**src/rtl/scan_capture.sv**
```systemverilog
// scan_capture: serial frame receiver sharing a frame strobe with a scan transmitter.
// A 0->1 edge on en starts a frame; WIDTH bits are then taken from scan_in, LSB first,
// one per cycle. The completed frame is published on data with a one-cycle valid pulse.
//
// Ports:
//   clk        rising-edge clock
//   rst_n      synchronous active-low reset
//   en         frame strobe; only its rising edge matters
//   scan_in    serial data, LSB first
//   abort_clr  clears the sticky aborted flag
//   data       last completely received frame
//   valid      one-cycle pulse when data updates
//   busy       high while a frame is being shifted in
//   aborted    sticky: a frame was restarted before completion
//   frame_cnt  completed frame count, wrapping
//
// state | meaning
// IDLE  | waiting for a rising edge on en; scan_in ignored
// SHIFT | sampling bit bit_idx from scan_in each cycle
module scan_capture #(
  parameter int WIDTH = 19,
  parameter int CNT_W = 8
) (
  input  logic             clk,
  input  logic             rst_n,
  input  logic             en,
  input  logic             scan_in,
  input  logic             abort_clr,
  output logic [WIDTH-1:0] data,
  output logic             valid,
  output logic             busy,
  output logic             aborted,
  output logic [CNT_W-1:0] frame_cnt
);

  localparam int IDX_W = (WIDTH > 1) ? $clog2(WIDTH) : 1;
  localparam logic [IDX_W-1:0] LAST_IDX = IDX_W'(WIDTH - 1);

  typedef enum logic {
    IDLE  = 1'b0,
    SHIFT = 1'b1
  } state_t;

  state_t           state_q, state_d;
  logic             last_en_q, last_en_d;
  logic [IDX_W-1:0] bit_idx_q, bit_idx_d;
  logic [WIDTH-1:0] sr_q, sr_d;
  logic [WIDTH-1:0] data_q, data_d;
  logic             valid_q, valid_d;
  logic             aborted_q, aborted_d;
  logic [CNT_W-1:0] cnt_q, cnt_d;

  logic             start;
  logic             last_bit;
  logic [WIDTH-1:0] sr_ins;

  always_comb begin
    start     = en & ~last_en_q;
    last_bit  = (state_q == SHIFT) && (bit_idx_q == LAST_IDX);
    sr_ins    = sr_q;
    sr_ins[bit_idx_q] = scan_in;

    last_en_d = en;
    state_d   = state_q;
    bit_idx_d = bit_idx_q;
    sr_d      = sr_q;
    data_d    = data_q;
    valid_d   = 1'b0;
    aborted_d = aborted_q;
    cnt_d     = cnt_q;

    if (abort_clr) aborted_d = 1'b0;

    case (state_q)
      IDLE: begin
        if (start) begin
          state_d   = SHIFT;
          bit_idx_d = '0;
        end
      end
      SHIFT: begin
        if (last_bit) begin
          // The final bit completes the frame even when a new start
          // arrives in the same cycle; that start just chains the next frame.
          sr_d      = sr_ins;
          data_d    = sr_ins;
          valid_d   = 1'b1;
          cnt_d     = cnt_q + 1'b1;
          bit_idx_d = '0;
          state_d   = start ? SHIFT : IDLE;
        end else if (start) begin
          // Restart mid-frame: partial bits are simply overwritten by the new frame.
          bit_idx_d = '0;
          aborted_d = 1'b1;
        end else begin
          sr_d      = sr_ins;
          bit_idx_d = bit_idx_q + 1'b1;
        end
      end
      default: state_d = IDLE;
    endcase
  end

  always_ff @(posedge clk) begin
    if (!rst_n) begin
      state_q   <= IDLE;
      last_en_q <= 1'b0;
      bit_idx_q <= '0;
      sr_q      <= '0;
      data_q    <= '0;
      valid_q   <= 1'b0;
      aborted_q <= 1'b0;
      cnt_q     <= '0;
    end else begin
      state_q   <= state_d;
      last_en_q <= last_en_d;
      bit_idx_q <= bit_idx_d;
      sr_q      <= sr_d;
      data_q    <= data_d;
      valid_q   <= valid_d;
      aborted_q <= aborted_d;
      cnt_q     <= cnt_d;
    end
  end

  assign data      = data_q;
  assign valid     = valid_q;
  assign busy      = (state_q == SHIFT);
  assign aborted   = aborted_q;
  assign frame_cnt = cnt_q;

endmodule

```
**config.mk**
```make
export PLATFORM = sky130hd
export DESIGN_NAME = scan_capture
export DESIGN_NICKNAME = d
export VERILOG_FILES = /design/src/rtl/scan_capture.sv
export SDC_FILE = /design/constraint.sdc
export NUM_CORES = 1
export LEC_CHECK = 0
export ABC_CLOCK_PERIOD_IN_PS = 3200
export CAP_MARGIN = 15
export CORE_UTILIZATION = 58
export CTS_CLUSTER_DIAMETER = 80
export DETAILED_ROUTE_END_ITERATION = 6
export PLACE_DENSITY_LB_ADDON = 0.15
export SLEW_MARGIN = 20
export SYNTH_ARGS = -nofsm -noshare
export SYNTH_HDL_FRONTEND = slang
export SYNTH_SLANG_ARGS = --single-unit
```
**constraint.sdc**
```tcl
create_clock -name clk -period 3.2 [get_ports clk]
set_input_delay 0.48 -clock clk [delete_from_list [all_inputs] [get_ports clk]]
set_output_delay 0.48 -clock clk [all_outputs]
set_load 0.005 [all_outputs]
```
==> qor.csv <==
stage,metric,value,unit
timing,relSlewSlack,49.44,%
synth,synth_seq_cells,54,
clock_network,cts.repair.resized,0,
clock_network,cts.path.max_buffers,2,
timing,setup_viol,0,
synth,synth_warnings,0,
cells_and_area,antenna_cells,0,
clock_network,cts_tree,yes,
synth,synth_fp_nets,280,
floorplanning,io_pins,35,
grt,grt_first_pass_wirelength,9246,um
pwr,power.total,1261,uW
synth,yosysUniqueCellTypes,36,
clock_network,clk_pin_slew_worst_paths,90,ps
grt,grt_pass1_vias,1932,
placement,port_buffers,34,
synth,synth.top_cells.by_area,"dfxtp_1, a21oi_1, mux2i_1, a221oi_1, a211oi_1",
timing,report.final.hold_viol_count,0,
route,drc,0,
synth,syn_avg_cell_area,9.407,um^2
worst_setup_path,crit_arrival,2410,ps
timing,max_clock_freq,0.4541,GHz
timing,holdWs,466.2,ps
cells_and_area,multi_input_area,0.001305,mm^2
grt,grt_usage,26.61,%
floorplanning,core,0.004115,mm^2
pwr,vdd_drop_max,0.0002867,V
timing,grt_setup_unrepaired,false,
pwr,powerDensity,425.8,mW/mm^2
cells_and_area,final_cell_mix,"dfxtp_1, a21oi_1, clkdlybuf4s50_1",
cells_and_area,fin_area,0.002962,mm^2
clock_network,cts_max_level,2,
grt,overflow,0,
timing,fin_crit_sh,68.82,%
floorplanning,initial_core_util,61.72,%
floorplanning,die_w,68.18,um
cells_and_area,drive_gt1_share,8.711,%
synth,synth_top_area_cell,dfxtp_1,
cells_and_area,final_common_cell,dfxtp_1,
clock_network,cts_buffers,5,
placement,place_area,0.002849,mm^2
timing,slew_violations,0,
cells_and_area,final-instance-count-excl-fill,337,
worst_setup_path,crit_fanout,17,
grt,grt_max_degree,53,
cells_and_area,n_fill_cell,328,
timing,fin_tns_setup,0,ps
synth,yosysTopAreaCellShare,42.56,%
timing,fin_worst_skew,3.577,ps
synth,syn_area,0.002540,mm^2
worst_setup_path,critPathKind,flop to flop,
synth,synth_edf_count,0,
timing,period_needed,2202,ps
placement,gp_congestion,0.8333,
route,routedWlPerCell,16.58,um
cells_and_area,area_growth,16.60,%
hold_path,hold_path.class,flop to flop,
cells_and_area,fin_nets,297,
synth,netlist_instances,270,
route,ant_nets,0,
route,num_vias,2181,
route,drtPass1Iterations,5,
synth,ys_async_sr_fraction,0,%
clock_network,clock_latency,310,ps
pwr,power.static_leakage,0.0009605,uW
timing,worstMarginPinSlew,758.5,ps
worst_setup_path,worstSetupEndpointType,flop,
synth,ys.flop_type,dfxtp_1,
clock_network,cts-hold-fix-buffers,0,
clock_network,post_cts_buffers,0,
cells_and_area,seqCellArea,0.001081,mm^2
worst_setup_path,cp-start-kind,flop,
route,routed_wl,5589,um
floorplanning,dieArea,0.004648,mm^2
route,first_iter_violations,161,
floorplanning,die_y,68.18,um
status,status,"finished, final reports clean",
grt,antenna_found_initial,0,
floorplanning,fp-row-count,23,
synth,ys_seq_area_share,42.56,%
route,vias_per_cell,6.472,
worst_setup_path,required,3410,ps
placement,hpwl,3453,um
run,maxCapViolCount,0,
clock_network,clock_tree.root_cell,clkbuf_8,
clock_network,clkSinkCount,54,
placement,placed_cells,330,
layer usage:
metal,vias up,GRT usage (%),wire [um]
met1,1038,37.35,2704
li1,1058,-,-
met2,75,40.32,2513
met4,0,9.115,77
met3,10,5.333,293
met5,-,0,0
cell type report:
cell class                      instances  area share, %
Clock inverter                          1          1.014
Multi-Input combinational cell        181          44.06
Tap cell                               50          2.112
Clock buffer                            6          2.788
Inverter                                6         0.7605
Timing Repair Buffer                   39          12.76
Sequential cell                        54          36.50
registers in the layout (all words and copies together), names as in the netlist:
register and count:
frame_cnt 8, aborted 1, valid 1, sr_q 18, bit_idx_q 5, last_en_q 1
data 19, busy 1
synth_stat cells, drive strengths merged (2+ instances only):
cell type and count:
or3 3, buf 14, nor4b 3, nand2 11, inv 6, a211oi 16, nand3 9, ha 5
or4 3, a21oi 48, dfxtp 54, nand4b 5, nand4 6, nand2b 2, clkbuf 15, o31ai 3
mux2i 19, nor2 5, a221oi 16, o21ai 7, and4bb 10
worst max-delay path, stage by stage (launching register included):
cell      delay (ps)
dfxtp_1          360
inv_1            120
ha_1             330
and4bb_1         400
nand2_1          450
a221oi_1         440
through the flow:
step / utilization, % / worst slack, ps
CTS: 71.97 / 1017
floorplan: - / 1539
finish: 71.97 / 997.6
global placement: 69.23 / 1174
global route: 71.97 / 754.8
detailed placement: 69.23 / 1090
power by group:
group	switching, uW	internal, uW
Clock	212	250
Sequential	9.37	689
Combinational	64.3	35.5
Total	286	975
logic make-up (layout without fill, tap and decap cells):
group / after synthesis / after routing / synth area share [%]
AO/OA/AOI/OAI: 93 / 93 / 23.00
AND/OR/NAND/NOR: 63 / 63 / 18.08
flip-flops: 54 / 54 / 42.56
buffers and inverters: 35 / 52 / 6.059
multiplexers: 19 / 19 / 7.488
adder cells (fa/ha/maj): 5 / 5 / 2.463
XOR/XNOR: 1 / 1 / 0.3449
worst paths after layout:
| path | start | cells after the start | slack [ps] | endpoint |
|---|---|---|---|---|
| worst max-delay path | bit_idx_q[0] | 5 | 1000 | sr_q[11] |
| worst min-delay path | sr_q[6] | 2 | 470 | sr_q[6] |
| worst max register to register | bit_idx_q[0] | 5 | 1000 | sr_q[11] |
| worst min register to register | sr_q[6] | 2 | 470 | sr_q[6] |
No activity file was read; power rests on OpenSTA's default activity.
